## src/rtl/block_ram_arbiter.sv

```systemverilog
// Purpose: round-robin arbiter sharing one single-port BlockRam between the host port and the core port.
// Latency: request to RAM is combinational; read data returns exactly RAM_LATENCY cycles after acceptance.
// Backpressure: X_ready grants at most one requester per cycle; the loser holds its request for one cycle.
module block_ram_arbiter #(
    parameter int WORD_WIDTH    = 32,
    parameter int ADDRESS_WIDTH = 16,
    parameter int RAM_LATENCY   = 1
) (
    input  logic                     clock,
    input  logic                     reset,

    input  logic                     host_req,
    input  logic                     host_write,
    input  logic [ADDRESS_WIDTH-1:0] host_address,
    input  logic [WORD_WIDTH-1:0]    host_in_data,
    output logic                     host_ready,
    output logic [WORD_WIDTH-1:0]    host_out_data,
    output logic                     host_out_valid,

    input  logic                     core_req,
    input  logic                     core_write,
    input  logic [ADDRESS_WIDTH-1:0] core_address,
    input  logic [WORD_WIDTH-1:0]    core_in_data,
    output logic                     core_ready,
    output logic [WORD_WIDTH-1:0]    core_out_data,
    output logic                     core_out_valid,

    output logic [ADDRESS_WIDTH-1:0] ram_address,
    output logic                     ram_write,
    output logic [WORD_WIDTH-1:0]    ram_in_data,
    input  logic [WORD_WIDTH-1:0]    ram_out_data
);

    // 1 when the core received the most recent grant; reset value makes the host win the first conflict
    logic last_grant_core;
    logic host_grant;
    logic core_grant;
    logic read_accept;

    // Tag pipeline: one entry per cycle of RAM latency, tracking whether a read is in flight and for whom
    logic [RAM_LATENCY-1:0] tag_valid;
    logic [RAM_LATENCY-1:0] tag_core;

    // Grant: a lone requester always wins; on conflict the requester that did not win last time goes
    always_comb begin
        host_grant = 1'b0;
        core_grant = 1'b0;
        if (!reset) begin
            if (host_req && core_req) begin
                host_grant = last_grant_core;
                core_grant = !last_grant_core;
            end else begin
                host_grant = host_req;
                core_grant = core_req;
            end
        end
    end

    assign host_ready  = host_grant;
    assign core_ready  = core_grant;
    assign read_accept = (host_grant && !host_write) || (core_grant && !core_write);

    // RAM drive: granted requester's fields; host fields when idle with the write suppressed
    always_comb begin
        ram_address = host_address;
        ram_in_data = host_in_data;
        ram_write   = 1'b0;
        if (core_grant) begin
            ram_address = core_address;
            ram_in_data = core_in_data;
            ram_write   = core_write;
        end else if (host_grant) begin
            ram_write   = host_write;
        end
    end

    // Remember who won the last transfer; hold through idle cycles
    always_ff @(posedge clock) begin
        if (reset) begin
            last_grant_core <= 1'b1;
        end else if (host_grant) begin
            last_grant_core <= 1'b0;
        end else if (core_grant) begin
            last_grant_core <= 1'b1;
        end
    end

    // Shift read tags alongside the RAM's internal latency; reset drops anything in flight
    always_ff @(posedge clock) begin
        if (reset) begin
            tag_valid <= '0;
            tag_core  <= '0;
        end else begin
            tag_valid[0] <= read_accept;
            tag_core[0]  <= core_grant;
            for (int i = 1; i < RAM_LATENCY; i++) begin
                tag_valid[i] <= tag_valid[i-1];
                tag_core[i]  <= tag_core[i-1];
            end
        end
    end

    // Read data is the RAM output for both ports; the tag at pipeline exit decides who sees a valid pulse
    assign host_out_data  = ram_out_data;
    assign core_out_data  = ram_out_data;
    assign host_out_valid = !reset && tag_valid[RAM_LATENCY-1] && !tag_core[RAM_LATENCY-1];
    assign core_out_valid = !reset && tag_valid[RAM_LATENCY-1] &&  tag_core[RAM_LATENCY-1];

endmodule

```

## config.mk

```make
export PLATFORM = sky130hd
export DESIGN_NAME = block_ram_arbiter
export DESIGN_NICKNAME = d
export VERILOG_FILES = /design/src/rtl/block_ram_arbiter.sv
export SDC_FILE = /design/constraint.sdc
export NUM_CORES = 1
export LEC_CHECK = 0
export CAP_MARGIN = 20
export CELL_PAD_IN_SITES_DETAIL_PLACEMENT = 1
export CELL_PAD_IN_SITES_GLOBAL_PLACEMENT = 1
export CORE_AREA = 2 2 98 100
export CTS_BUF_LIST = sky130_fd_sc_hd__clkbuf_8 sky130_fd_sc_hd__clkbuf_16
export CTS_CLUSTER_DIAMETER = 60
export DETAILED_ROUTE_END_ITERATION = 8
export DIE_AREA = 0 0 100 102
export DONT_BUFFER_PORTS = 1
export PLACE_DENSITY_LB_ADDON = 0.1
export SLEW_MARGIN = 20
export SYNTH_ARGS = -nofsm -noshare
export SYNTH_HDL_FRONTEND = slang
export SYNTH_SLANG_ARGS = --single-unit
```

## constraint.sdc

```tcl
create_clock -name clock -period 2.4 [get_ports clock]
set_clock_uncertainty 0.2 [all_clocks]
set_input_delay 0.48 -clock clock [delete_from_list [all_inputs] [get_ports clock]]
set_output_delay 0.48 -clock clock [all_outputs]
set_load 0.02 [all_outputs]
```

==> metrics.txt <==
cts hold-fix bufs 0; CTS tree yes; DRT Pass-1 Iters 2; CP Launch Type flip-flop; final cell count without fillers 185; GRT overflow 0; Synth Area in Compound Gates 2.61%; drt initial violations 19; GRT Util Overall around 7%; first-pass GRT wire length 5000 µm; simple logic cell fraction of the synthesized area under 10%; status completed; Worst Hold Class input pin to flip-flop; mux share of post-synthesis cell area 44.4%; Fmax ~440 MHz; Crit Path Category flip-flop to primary output; CORE AREA 9110 µm²; area grow syn2layout -25.2%; routed vias slightly above 700; Final #Nets between 200 and 250; Root Buffer clkbuf_8; Die H 102 µm; critical path data required time between 1.5 and 2 ns; clk buf depth 2; critical path arrival between 1.5 and 2 ns; clock sink count 3; crit path max fanout 39; VDD IR max 0.0000980 V; PD cells between 400 and 500 nW/µm²; FF-to-FF setup slack between 1 and 1.5 ns; Post-CTS Resized 0; Die ar. 10200 µm²; port bufs 0; number of post-CTS setup repair buffers 0; Final setup viols 0; vias in the first global route 820; Inst Count DP around 180; Yosys reg bits 3; syn avg cell area between 9 and 10 µm²; total power ~0.42 mW; Slowest-stage cell, CP mux2_2; Yosys top cell by area buf_4; largest family of logic cells by synthesized area multiplexers; top post-synthesis cells by area buf_4 (39%), mux2_2 (34%), mux2_4 (10%); initial antenna violation count 0; Via density around 3.8; post-synthesis adder-cell area fraction 0%; register area share after synthesis ~4.6%; xor and xnor fraction of the mapped netlist area 0%; hpwl dp between 3000 and 4000 µm; RSZ-0062 raised after global routing no; H-Tree Depth 1; crit path from last_grant_core; total wire length between 4000 and 5000 µm; max cap viols 0; Clock Pin Slew Worst Setup and Hold Paths about 0.030 ns; Hold Path Origin reset; Starting Density ~14%; worst slew pin tran 0.449 ns; Yosys top cell area share 39.5%; Post-DRT Antenna Nets 0; Reg2Reg Launch Point last_grant_core; post-synth cell types 18; crit path cell chain a21bo_4, nor2_8, buf_12, mux2_2; synthesized area around 1300 µm²; Inserted Clock Buffers 3; Relative slew margins between 70% and 80%; dpl ws between 0.2 and 0.25 ns; crit-path max cell delay ~0.46 ns; Final Cycle Share between 90 and 100%; drt wl/cell 22.1 µm; Final Hold Fails 0; layout cells sized above 1 around 76%; Skew-Pair Late Insertion Delay around 0.21 ns; final worst setup slack approximately 0.14 ns; crit path capture type primary output; synth warn 0; DRC 0; routability cong. between 0.6 and 0.7; Final TNS setup 0 ns; # diodes 0; syn nets approximately 270; Die Wd around 100 µm; Max Slew Vio Count 0; LEAKAGE ~0.33 nW; Cells after Synth 137; largest net degree at the start of global routing 40; Top Ports around 250; row count 35; Period minus WS final between 2 and 2.5 ns
==> critical path, delay by kind of cell, from the launching register on <==
| kind | cells | cell delay, ns |
|---|---|---|
| simple gates | 1 | 0.10 |
| mux | 1 | 0.46 |
| compound gates | 1 | 0.24 |
| flops | 1 | 0.33 |
| buf+inv | 1 | 0.22 |
==> state kept, by name, summed over array words and instances, names as in the netlist <==
register,cells
last_grant_core,1
tag_core,1
tag_valid,1
==> layout make-up <==
class	count	area (µm²)
Multi-Input combinational cell	64	688
Fill cell	1065	8140
Sequential cell	3	60.1
Timing Repair Buffer	3	35.0
Clock inverter	1	3.75
Clock buffer	3	41.3
Tap cell	111	139
==> per-stage QoR <==
step / cell area, µm² / utilization (%) / hold WS [ns]
finish: 967 / 10.6 / 0.136
global route: 967 / 10.6 / 0.131
CTS: 967 / 10.6 / 0.131
detailed placement: 922 / 10.1 / 0.357
global placement: 922 / 10.1 / 0.370
floorplan: 1290 / - / 0.314
==> synthesized netlist by cell type <==
cell      number
buf_4         68
mux2_2        39
mux2_4         9
dfxtp_1        3
nand2_1        2
nand2b_1       2
nand3_1        2
nor2_1         2
a21bo_4        1
a21oi_1        1
and3b_1        1
buf_12         1
buf_8          1
nor2_8         1
nor3b_1        1
o21ai_0        1
o31ai_1        1
or3_1          1
==> worst paths after layout <==
check                    endpoint  depth (start not counted)
setup / recovery   ram_in_data[5]                          4
hold / removal           tag_core                          1
setup reg to reg        tag_valid                          3
hold reg to reg   last_grant_core                          2
==> metal layers <==
layer / vias to the layer above / share of wire (%) / GRT usage [%]
li1: 274 / - / -
met1: 294 / 28 / 5.90
met2: 120 / 56 / 13.9
met3: 23 / 14 / 1.85
met4: 0 / 3.0 / 3.90
met5: - / 0 / 0
==> cells by family (layout without fill, tap and decap cells) <==
| kind of cell | count (synthesis) | in the layout |
|---|---|---|
| buf+inv | 70 | 7 |
| mux | 48 | 48 |
| compound gates | 4 | 4 |
| flops | 3 | 3 |
| simple gates | 12 | 12 |
==> placed cells by master (no fill, tap or decap), types with 2 or more instances in the layout <==
| master | instances |
|---|---|
| mux2_2 | 39 |
| buf_4 | 2 |
| dfxtp_1 | 3 |
| clkbuf_8 | 3 |
| nor2_1 | 2 |
| mux2_4 | 9 |
| nand2b_1 | 2 |
| nand3_1 | 2 |
| nand2_1 | 2 |
==> power breakdown <==
part	leakage [nW]	switching, mW	internal [mW]
Sequential	0.0249	0.00219	0.0536
Clock	0.0269	0.0325	0.109
Combinational	0.280	0.139	0.0816
Total	0.332	0.174	0.244
(Power assumes the default switching activity.)
==> RTL edit 1 (same settings) <==
Make the reset (`reset`) asynchronous in 2 clocked blocks.
--- a/src/rtl/block_ram_arbiter.sv
+++ b/src/rtl/block_ram_arbiter.sv
@@ -77,3 +77,3 @@
     // Remember who won the last transfer; hold through idle cycles
-    always_ff @(posedge clock) begin
+    always_ff @(posedge clock or posedge reset) begin
         if (reset) begin
@@ -88,3 +88,3 @@
     // Shift read tags alongside the RAM's internal latency; reset drops anything in flight
-    always_ff @(posedge clock) begin
+    always_ff @(posedge clock or posedge reset) begin
         if (reset) begin
Behaviour: no difference found for any inputs over 10 cycles, from zero or initial values and one cycle with reset high; that may be too few to reach the edited logic, so the function may still have changed.
==> RTL edit 1 against the original RTL <==
  * Count of clock-buffer cells in the layout is the same
  * Sequential share of layout area grew 0.98 points
  * Synthesized cell count shrank 2.2%
  * Wire length grew 6.7%
  * Setup slack lost 0.064 ns
  * Die area is the same
  * Cell area grew 9.7%
  * Sequential power grew 14%
  * Sequential cell count is the same
  * Via count grew 3.0%
  * Area after synthesis shrank 1.1%
  * Hold slack gained 0.0046 ns
  * Total power grew 16%
  * Utilization grew 1.0 points
  * Critical path type unchanged
  * Largest cell class unchanged
==> RTL edit 1: results (changes against the original RTL) <==
Cell variety after synth=20 (was 18); Area after DPL=932 µm² (was 922 µm²); Synth top cells by count=67 x buf_4, 39 x mux2_2, 9 x mux2_4 (was 68 x buf_4, 39 x mux2_2, 9 x mux2_4); Worst-Margin Slew=0.388 ns (was 0.449 ns); first-pass GRT wire length=5110 µm (was 5000 µm); Total GRT Usage=0.0678 (was 0.0680); sequential area share after synthesis=0.0596 (was 0.0464); hold_ws=0.141 ns (was 0.136 ns); Worst Hold Path EP=last_grant_core (was tag_core); First DRT Iteration DRCs=6 (was 19); number of global-route vias before repair=788 (was 820); fillers=1,051 (was 1,065); Post-synth ARST share=1.00 (was 0); FF-to-FF End=tag_core (was tag_valid); Layout Nets=211 (was 209); largest net degree at the start of global routing=30 (was 40); WL per Instance=23.4 µm (was 22.1 µm); DP Worst Slack=0.173 ns (was 0.212 ns); Area contributors post-synth=buf_4 39%, mux2_2 34%, mux2_4 11% (was buf_4 39%, mux2_2 34%, mux2_4 10%); r2r setup slk=1.04 ns (was 1.15 ns); Reg2Reg Depth=4 (was 3); gpl congestion=0.815 (was 0.641); Max FO, Critical Path=21 (was 39); syn nets=268 (was 271); Vias/cell=3.91 (was 3.84); leak pwr=0.000378 µW (was 0.000332 µW); status=complete, no violations (unchanged); top_reg_cell synth=dfrtp_1 (was dfxtp_1); proportion of layout cells with a drive suffix above 1=0.789 (was 0.757); Min-Delay Startpoint=host_req (was reset); Yosys warning count=0 (unchanged)
[RTL edit 1: kinds of logic (layout without fill, tap and decap cells)]
logic type	Yosys count	count (layout)	share of synthesized area
AOI/OAI and AO/OA	5	5	0.0303
buffers and inverters	70	12	0.420
DFF	3	3	0.0596
muxes	48	48	0.449
and+or+nand+nor	8	8	0.0411
[RTL edit 1: layer usage]
metal / vias up / part of all wire / wire (µm) / global-route usage
met3: 6 / 0.15 / 674 / 0.0438
li1: 278 / - / - / -
met5: - / 0 / 0 / 0
met2: 138 / 0.53 / 2310 / 0.129
met4: 0 / 0.0043 / 19 / 0.0137
met1: 310 / 0.31 / 1360 / 0.0603
[RTL edit 1: cell type report]
| type | instances | area [µm²] | area share |
|---|---|---|---|
| repair buffers | 7 | 128 | 0.120 |
| multi-input cells | 61 | 669 | 0.631 |
| clock inverters | 1 | 3.75 | 0.00354 |
| clock buffers | 3 | 41.3 | 0.0389 |
| inverters | 1 | 3.75 | 0.00354 |
| well taps | 111 | 139 | 0.131 |
| flip-flops and latches | 3 | 76.3 | 0.0719 |
[RTL edit 1: power by group]
group / switching [µW] / internal, µW / leakage [µW] / total [µW]
combinational: 165 / 114 / 0.000314 / 278
clock: 33.6 / 109 / 0.0000269 / 142
sequential: 4.16 / 59.2 / 0.0000370 / 63.4
[RTL edit 1: worst max-delay path by stage]
stage	to	slack, ns	cells past startpoint
after floorplan	ram_address[10]	0.25	5
after global placement	ram_in_data[26]	0.19	4
after detailed placement	ram_in_data[24]	0.17	4
after CTS	ram_in_data[24]	0.05	4
after global routing	ram_in_data[8]	0.003	5
final	ram_in_data[8]	0.07	5
[RTL edit 1: per-stage QoR]
step / total power (µW) / instances
finish: 484 / 187
global route: 513 / 187
CTS: 473 / 184
detailed placement: 324 / 179
global placement: 324 / 179
floorplan: 455 / 134
[RTL edit 1: worst max-delay path: stages, from the launching register on]
cell and delay (ns):
dfstp_2 0.37, a21bo_2 0.24, nor2_4 0.10, buf_12 0.13
buf_12 0.16, mux2_2 0.42
[RTL edit 1: what timing repair did]
item / 4_1_cts / 5_1_grt
resized for setup: 0 / 1
hold endpoints to repair: 2 / 0
buffers inserted: 0 / 1
hold buffers: 1 / 0
endpoints found under the setup margin: 0 / 19
==> RTL edit 2 (same settings) <==
Made on the original files. Change the parameter `RAM_LATENCY` from 1 to 2.
--- a/src/rtl/block_ram_arbiter.sv
+++ b/src/rtl/block_ram_arbiter.sv
@@ -6,3 +6,3 @@
     parameter int ADDRESS_WIDTH = 16,
-    parameter int RAM_LATENCY   = 1
+    parameter int RAM_LATENCY   = 2
 ) (
Check against the original RTL: not equivalent (Yosys sat finds a counterexample within 4 cycles, from zero or initial values and one cycle with reset high).
==> RTL edit 2 against the original RTL <==
  * Utilization rose by 0.71 points
  * Total power rose by 11%
  * Combinational power rose by 2%
  * Critical path depth did not move
  * Largest cell class unchanged
  * Sequential cell count rose by 2
  * Setup slack improved by 0.030 ns
  * Critical endpoint is now ram_in_data[26]
  * Synthesized cell count rose by 2.9%
  * Cell area rose by 6.7%
  * Area after synthesis rose by 3.8%
  * Wire length rose by 13%
  * Maximum frequency rose by 1.3%
  * Hold slack got worse by 0.0028 ns
  * Largest power group unchanged
==> RTL edit 2: results (changes against the original RTL) <==
Min-Delay Startpoint=reset (unchanged); syn nets=275 (was 271); status=complete, no violations (unchanged); First DRT Iteration DRCs=12 (was 19); Worst Setup Start Kind=register (unchanged); htree depth=1 (unchanged); n_diodes=0 (unchanged); Yosys warning count=0 (unchanged); DR vias=743 (was 711); first-pass GRT wire length=5930 µm (was 5000 µm); Crit path largest cell delay=0.43 ns (was 0.46 ns); maximum VDD drop=157 µV (was 98.0 µV); wl on met1=1070 µm (was 1130 µm); WL per Instance=24.4 µm (was 22.1 µm); DP Worst Slack=0.252 ns (was 0.212 ns); top_reg_cell synth=dfxtp_1 (unchanged); sequential area share after synthesis=0.0746 (was 0.0464); post_cts resized=0 (unchanged); Post-synth ARST share=0 (unchanged); metal3 WL=787 µm (was 556 µm); Max FO, Critical Path=30 (was 39); top layer used by detailed routing=met4 (unchanged); Cell variety after synth=20 (was 18); clk root buf=clkbuf_8 (unchanged); PortBufs=0 (unchanged); Layout Nets=213 (was 209); Syn Area/Cell=9.52 µm² (was 9.44 µm²); 1st-pass router iterations=3 (was 2); post-CTS setup buffer count=0 (unchanged); clock slew at reported path FFs=0.03 ns (about the same); largest net degree at the start of global routing=31 (was 40); number of global-route vias before repair=872 (was 820); total CTS buffers=3 (unchanged); hpwl dp=4180 µm (was 3700 µm); leak pwr=0.000356 µW (was 0.000332 µW); Placed Cells=185 (was 181); Synth top cells by count=67 x buf_4, 39 x mux2_2, 9 x mux2_4 (was 68 x buf_4, 39 x mux2_2, 9 x mux2_4); RR Startpoint=last_grant_core (unchanged); Total GRT Usage=0.0805 (was 0.0680); CTS Buffer Depth=2 (unchanged); initial antenna violation count=0 (unchanged); Vias/cell=3.93 (was 3.84); critical path's slowest cell=mux2_2 (unchanged); WP data arrival=1.55 ns (was 1.58 ns); gpl congestion=0.746 (was 0.641); WL met2=2700 µm (was 2280 µm); worst skew pair latency=0.22 ns; proportion of layout cells with a drive suffix above 1=0.718 (was 0.757); delay-heaviest family, CP=multiplexers (unchanged); Worst-Margin Slew=0.481 ns (was 0.449 ns); Area contributors post-synth=buf_4 37%, mux2_2 33%, mux2_4 10% (was buf_4 39%, mux2_2 34%, mux2_4 10%); Hold/Removal Path Class=in2reg (unchanged); top flop regs=tag_core: 2 flops, tag_valid: 2 flops, last_grant_core: 1 flops (was last_grant_core: 1 flops, tag_core: 1 flops, tag_valid: 1 flops)
==> RTL edit 2: changes by cell type after synthesis <==
cell	unedited run	this run
nor2b_1	0	2
clkbuf_1	0	1
buf_4	68	67
dfxtp_1	3	5
==> RTL edit 2: final timing paths <==
kind	endpoint	slack [ns]	cells past startpoint
max	ram_in_data[26]	0.17	4
min	tag_core[1]	0.13	1
max reg2reg	tag_valid[0]	1.16	3
min reg2reg	tag_core[1]	0.24	1
==> RTL edit 2: cell families after synthesis <==
group / share of synthesized area
multiplexers: 0.428
buffers and inverters: 0.404
AND/OR/NAND/NOR: 0.0690
AO/OA/AOI/OAI: 0.0252
flip-flops: 0.0746
==> RTL edit 2: where the power goes <==
| part | internal, µW | switching [µW] |
|---|---|---|
| combinational | 84.1 | 140 |
| clock | 109 | 39.0 |
| sequential | 88.2 | 2.21 |
| total | 282 | 182 |
==> RTL edit 2: per-stage QoR <==
step	utilization	area (µm²)	power, µW
finish	0.113	1030	463
detailed placement	0.108	987	318
global placement	0.108	987	320
CTS	0.113	1030	471
floorplan	-	1340	453
global route	0.113	1030	484
==> RTL edit 2: final cells by class <==
type / count / area, µm²
clock buffer: 3 / 41.3
multi-input combinational: 66 / 701
timing repair buffer: 3 / 47.5
clock inverter: 1 / 3.75
tap: 111 / 139
fill: 1059 / 8080
sequential: 5 / 100
==> RTL edit 2: routing by layer <==
layer / global-route usage / vias up
met3: 0.0417 / 12
li1: - / 284
met1: 0.0554 / 311
met2: 0.178 / 136
met4: 0.0242 / 0
met5: 0 / -
==> RTL edit 2: worst register-to-register path: cells and delay by family (launching register included) <==
family / cells / cell delay [ns]
AND/OR/NAND/NOR: 1 / 0.31
AO/OA/AOI/OAI: 2 / 0.32
flip-flops: 1 / 0.33
